===== src/rtl/riscv_dmem_arbiter.sv =====
// Two-master data-memory arbiter in front of the IO bridge; RISCV_DMEM_ARB_RR_EN selects round-robin ties, else m0 wins ties.
// Latency: write 2 cycles gnt-to-idle, read READ_LAT+2 cycles from gnt to rvalid inclusive.
// Backpressure: one transaction in flight; gnt only while idle, so requesters hold req until granted.

`ifndef CACHE_D_WRITE_LEN
`define CACHE_D_WRITE_LEN 2
`define CACHE_D_WRITE_SW  2'b00
`define CACHE_D_WRITE_SH  2'b01
`define CACHE_D_WRITE_SB  2'b10
`endif

module riscv_dmem_arbiter #(
    parameter int READ_LAT = 1
) (
    input  logic                          clk,
    input  logic                          rst,
    input  logic                          m0_req,
    input  logic                          m1_req,
    input  logic                          m0_we,
    input  logic                          m1_we,
    input  logic [`CACHE_D_WRITE_LEN-1:0] m0_wsel,
    input  logic [`CACHE_D_WRITE_LEN-1:0] m1_wsel,
    input  logic [31:0]                   m0_addr,
    input  logic [31:0]                   m1_addr,
    input  logic [31:0]                   m0_wdata,
    input  logic [31:0]                   m1_wdata,
    output logic                          m0_gnt,
    output logic                          m1_gnt,
    output logic                          m0_rvalid,
    output logic                          m1_rvalid,
    output logic [31:0]                   rdata,
    output logic                          bus_write_en,
    output logic [`CACHE_D_WRITE_LEN-1:0] bus_write,
    output logic [31:0]                   bus_addr,
    output logic [31:0]                   bus_wdata,
    input  logic [31:0]                   bus_rdata,
    output logic                          busy
);

    typedef enum logic [1:0] {IDLE, WR, RD, RESP} state_t;

    state_t                          state;
    logic [2:0]                      cnt;
    logic                            owner;
    logic                            pick_m1;
    logic                            any_req;
    logic                            grant_ok;
    logic                            sel_we;
    logic [`CACHE_D_WRITE_LEN-1:0]   sel_wsel;
    logic [31:0]                     sel_addr;
    logic [31:0]                     sel_wdata;
    logic [`CACHE_D_WRITE_LEN-1:0]   wsel_q;
    logic [31:0]                     addr_q;
    logic [31:0]                     wdata_q;

`ifdef RISCV_DMEM_ARB_RR_EN
    logic                            last_owner;

    // On a tie the master that did not win last time goes first.
    always_comb begin
        pick_m1 = m1_req && (!m0_req || !last_owner);
    end
`else
    always_comb begin
        pick_m1 = m1_req && !m0_req;
    end
`endif

    always_comb begin
        any_req   = m0_req || m1_req;
        grant_ok  = (state == IDLE) && !rst;
        m0_gnt    = grant_ok && m0_req && !pick_m1;
        m1_gnt    = grant_ok && pick_m1;
        sel_we    = pick_m1 ? m1_we    : m0_we;
        sel_wsel  = pick_m1 ? m1_wsel  : m0_wsel;
        sel_addr  = pick_m1 ? m1_addr  : m0_addr;
        sel_wdata = pick_m1 ? m1_wdata : m0_wdata;
    end

    always_ff @(posedge clk) begin
        if (rst) begin
            state   <= IDLE;
            cnt     <= 3'd0;
            owner   <= 1'b1;
            wsel_q  <= '0;
            addr_q  <= 32'd0;
            wdata_q <= 32'd0;
            rdata   <= 32'd0;
`ifdef RISCV_DMEM_ARB_RR_EN
            last_owner <= 1'b1;
`endif
        end else begin
            case (state)
                IDLE: begin
                    if (any_req) begin
                        owner   <= pick_m1;
                        wsel_q  <= sel_wsel;
                        addr_q  <= sel_addr;
                        wdata_q <= sel_wdata;
                        cnt     <= 3'(READ_LAT - 1);
                        state   <= sel_we ? WR : RD;
`ifdef RISCV_DMEM_ARB_RR_EN
                        last_owner <= pick_m1;
`endif
                    end
                end
                WR: state <= IDLE;
                RD: begin
                    // Bridge data is taken on the final cycle of the read window.
                    if (cnt == 3'd0) begin
                        rdata <= bus_rdata;
                        state <= RESP;
                    end else begin
                        cnt <= cnt - 3'd1;
                    end
                end
                RESP: state <= IDLE;
                default: state <= IDLE;
            endcase
        end
    end

    always_comb begin
        busy         = (state != IDLE) && !rst;
        bus_write_en = (state == WR) && !rst;
        m0_rvalid    = (state == RESP) && !owner && !rst;
        m1_rvalid    = (state == RESP) && owner && !rst;
        bus_write    = wsel_q;
        bus_addr     = addr_q;
        bus_wdata    = wdata_q;
    end

endmodule


===== config.mk =====
export PLATFORM = sky130hd
export DESIGN_NAME = riscv_dmem_arbiter
export DESIGN_NICKNAME = d
export VERILOG_FILES = /design/src/rtl/riscv_dmem_arbiter.sv
export SDC_FILE = /design/constraint.sdc
export NUM_CORES = 1
export LEC_CHECK = 0
export CAP_MARGIN = 10
export CORE_ASPECT_RATIO = 0.5
export CORE_MARGIN = 1.5
export CORE_UTILIZATION = 39
export DETAILED_ROUTE_END_ITERATION = 6
export PLACE_DENSITY_LB_ADDON = 0.1
export SLEW_MARGIN = 20
export SYNTH_ARGS = -nofsm -noshare
export SYNTH_HDL_FRONTEND = slang
export SYNTH_SLANG_ARGS = --single-unit

===== constraint.sdc =====
create_clock -name clk -period 3.2 [get_ports clk]
set_input_delay 0.64 -clock clk [delete_from_list [all_inputs] [get_ports clk]]
set_output_delay 0.64 -clock clk [all_outputs]
set_load 0.01 [all_outputs]

==> Implementation_results.wiki <==
{| class="wikitable"
! Metric !! Value
|-
| Number of enable flip-flop cells after synthesis || 0
|-
| Number of buffers created by CTS || 9
|-
| Hold depth || 2
|-
| Synthesized Nets || 580
|-
| I/O pin count || 274
|-
| DRC || 0
|-
| Synth Warn # || 0
|-
| Reported leakage power || 2.891 nW
|-
| Syn_area_per_cell || 10.36 µm²
|-
| Number of cell rows || 26
|-
| Final instance area || 7289 µm²
|-
| CTS-repair resized insts || 0
|-
| Data arrival time at the worst-slack endpoint || 2.20 ns
|-
| Worst supply voltage drop on vdd || 0.2647 mV
|-
| Number of distinct library cells after synthesis || 35
|-
| Die W || 150.2 µm
|-
| Antenna violations before repair || 0
|-
| Clock transition at the registers of the reported paths || 0.06 ns
|-
| Area grow syn2layout || 72.47%
|-
| Kind of path behind the tightest hold check || flop to flop
|-
| Maximum fanout encountered on the critical timing path || 13
|-
| Worst r2r path cells || 6
|-
| Clock insertion delay at the later pin of the skew report || 0.34 ns
|-
| Part of the Yosys area used for sequential elements || 49.26%
|-
| Critical path start-end classification || primary input to output port
|-
| Proportion of layout cells with a drive suffix above 1 || 4.805%
|-
| Setup total negative slack || 0 ns
|-
| TritonCTS clock tree || yes
|-
| Cts hold-fix bufs || 0
|-
| Outcome || complete, no violations
|-
| Final Cycle Share || 88.88%
|-
| Met2 global-route usage || 39.45%
|-
| Final Max Tran Viols || 0
|-
| Final Hold Viols || 0
|-
| Setup clock skew after layout || 0.008177 ns
|-
| Required time of the critical path || 2.56 ns
|-
| Worst-case clock buffer depth || 2
|-
| Die span in y || 76.61 µm
|-
| Hold path startpoint || rdata[27]
|-
| Measured slew at the worst slew-check pin || 0.5661 ns
|-
| Met3 Use GR || 9.102%
|-
| Highest-count cells in the layout ignoring fill and taps || 273 x clkdlybuf4s50_1, 104 x dfxtp_1, 67 x mux2i_1
|-
| Dominant cells by area after synthesis || dfxtp_1 49%, mux2i_1 16%, o2bb2ai_1 14%, nand2_1 5.9%, a21oi_1 3.8%
|-
| Cell at the root of the clock tree || clkbuf_16
|-
| Fraction of post-synthesis cell area in the top cell type by area || 49.26%
|-
| Total power per unit cell area || 450.4 nW/µm²
|-
| Worst setup slack after layout || 0.3559 ns
|-
| Remaining global-route overflow || 0
|-
| First-pass detailed-route iteration total || 4
|-
| DP HPWL || 9138 µm
|-
| # setup viols final || 0
|-
| Placed cell area || 7027 µm²
|-
| Synth Flop Type || dfxtp_1
|-
| Number of nets still failing antenna checks after routing || 0
|-
| Maximum number of pins on one net before global-route repair || 68
|-
| Register-to-register setup slack || 1.32 ns
|-
| Global-route wire length before repair || 20110 µm
|-
| Number of register bits inferred by synthesis || 104
|-
| Cells after synthesis || 408
|-
| Critical Path Source || rst
|-
| Fillers || 841
|-
| End of the worst register-to-register path || rdata[28]
|-
| Die ar. || 11510 µm²
|-
| Grt met1 use || 23.90%
|-
| Detailed Route Iter0 Violations || 125
|-
| Drt total wl || 12530 µm
|-
| Yosys top cell by area || dfxtp_1
|-
| Via count of the first global-routing pass || 4071
|-
| Combined global-route utilization of all metal layers || 22.17%
|-
| Slew margin rel. || 62.26%
|-
| Highest achievable clock rate || 0.3516 GHz
|-
| Period minus WS final || 2.844 ns
|-
| Initial core utilization || 40.73%
|-
| Final routed wire length divided by cell count || 15.54 µm
|-
| Buffers added on ports || 273
|-
| Proportion of synthesized flip-flops having asynchronous set or reset || 0%
|-
| CTS H-tree depth || 3
|-
| Post-CTS Setup Inserts || 0
|-
| DP Worst Slack || 0.3736 ns
|-
| Type of destination of the critical path || output port
|-
| Top Usage Layer GRT || met2
|-
| Most common cell after layout, fill and taps aside || clkdlybuf4s50_1
|-
| Unrepaired setup endpoints after global routing || false
|-
| Max-cap violation count || 0
|-
| Cell Area, Synth || 4227 µm²
|-
| Origin of the critical flop-to-flop path || cnt[0]
|-
| Kind of launch point of the worst setup path || primary input
|-
| Vias per inst || 4.918
|-
| Antenna diode count || 0
|-
| Clock sink count || 104
|-
| Worst setup endpoint || busy
|-
| Area of the core region || 10380 µm²
|-
| Layout net count || 835
|-
| Gpl congestion || 0.7676
|-
| Via count || 3964
|}
-- Yosys cell counts, types with 3 or more instances --
library cell  number
inv_1              4
buf_4              4
buf_6              6
nor2_1             3
o2bb2ai_1         66
buf_2             21
clkbuf_1           5
a21oi_1           32
nand2_1           66
dfxtp_1          104
nor4_1             3
mux2i_1           67
-- sequential cells by signal, summed over array words and instances (netlist names) --
register and cells:
state 2, bus_write 2, bus_addr 32, rdata 32, cnt 3, owner 1
bus_wdata 32
-- layer usage --
| metal | vias up | share of wire, % |
|---|---|---|
| li1 | 1973 | - |
| met5 | - | 0 |
| met2 | 134 | 51 |
| met3 | 23 | 8.4 |
| met1 | 1834 | 39 |
| met4 | 0 | 2.0 |
-- report_power, final --
part | total, W | switching (W) | leakage (nW) | internal, W
Combinational | 0.000800 | 0.000312 | 1.91 | 0.000488
Clock | 0.00100 | 0.000463 | 0.123 | 0.000539
Sequential | 0.00148 | 0.0000683 | 0.854 | 0.00141
Total | 0.00328 | 0.000843 | 2.89 | 0.00244
-- through the flow --
stage | hold WS [ns] | instances | util (%) | total power, W
floorplan | 0.4609 | 408 | - | 0.001818
global placement | 0.4401 | 792 | 67.71 | 0.002305
detailed placement | 0.4452 | 792 | 67.71 | 0.002313
CTS | 0.4550 | 806 | 70.24 | 0.003323
global route | 0.4717 | 806 | 70.24 | 0.003440
finish | 0.4539 | 806 | 70.24 | 0.003283
-- area by class of cell --
type	count	area, µm²	share of cell area, %
Clock buffer	11	242.7	3.330
Clock inverter	3	20.02	0.2746
Inverter	4	15.01	0.2060
Multi-Input combinational cell	263	1937	26.57
Sequential cell	104	2082	28.56
Tap cell	140	175.2	2.403
Timing Repair Buffer	281	2818	38.65
-- critical path, cell delays in order --
cell             delay, ns
clkdlybuf4s50_1       0.61
buf_4                 0.30
nor2_1                0.11
clkdlybuf4s50_1       0.54
-- worst min-delay path by stage --
stage                         end  slack, ns
CTS                      rdata[2]       0.45
global route             rdata[2]       0.47
global placement        rdata[28]       0.44
detailed placement  bus_wdata[26]       0.45
finish                  rdata[27]       0.45
floorplan                  cnt[1]       0.46
-- cell families after synthesis --
group	after synthesis	share of synthesized area [%]
AOI/OAI and AO/OA	108	19.27
buffers and inverters	41	5.684
and+or+nand+nor	86	9.326
muxes	67	15.87
adders and majority gates	2	0.5920
DFF	104	49.26
No activity file was read; power rests on OpenSTA's default activity.
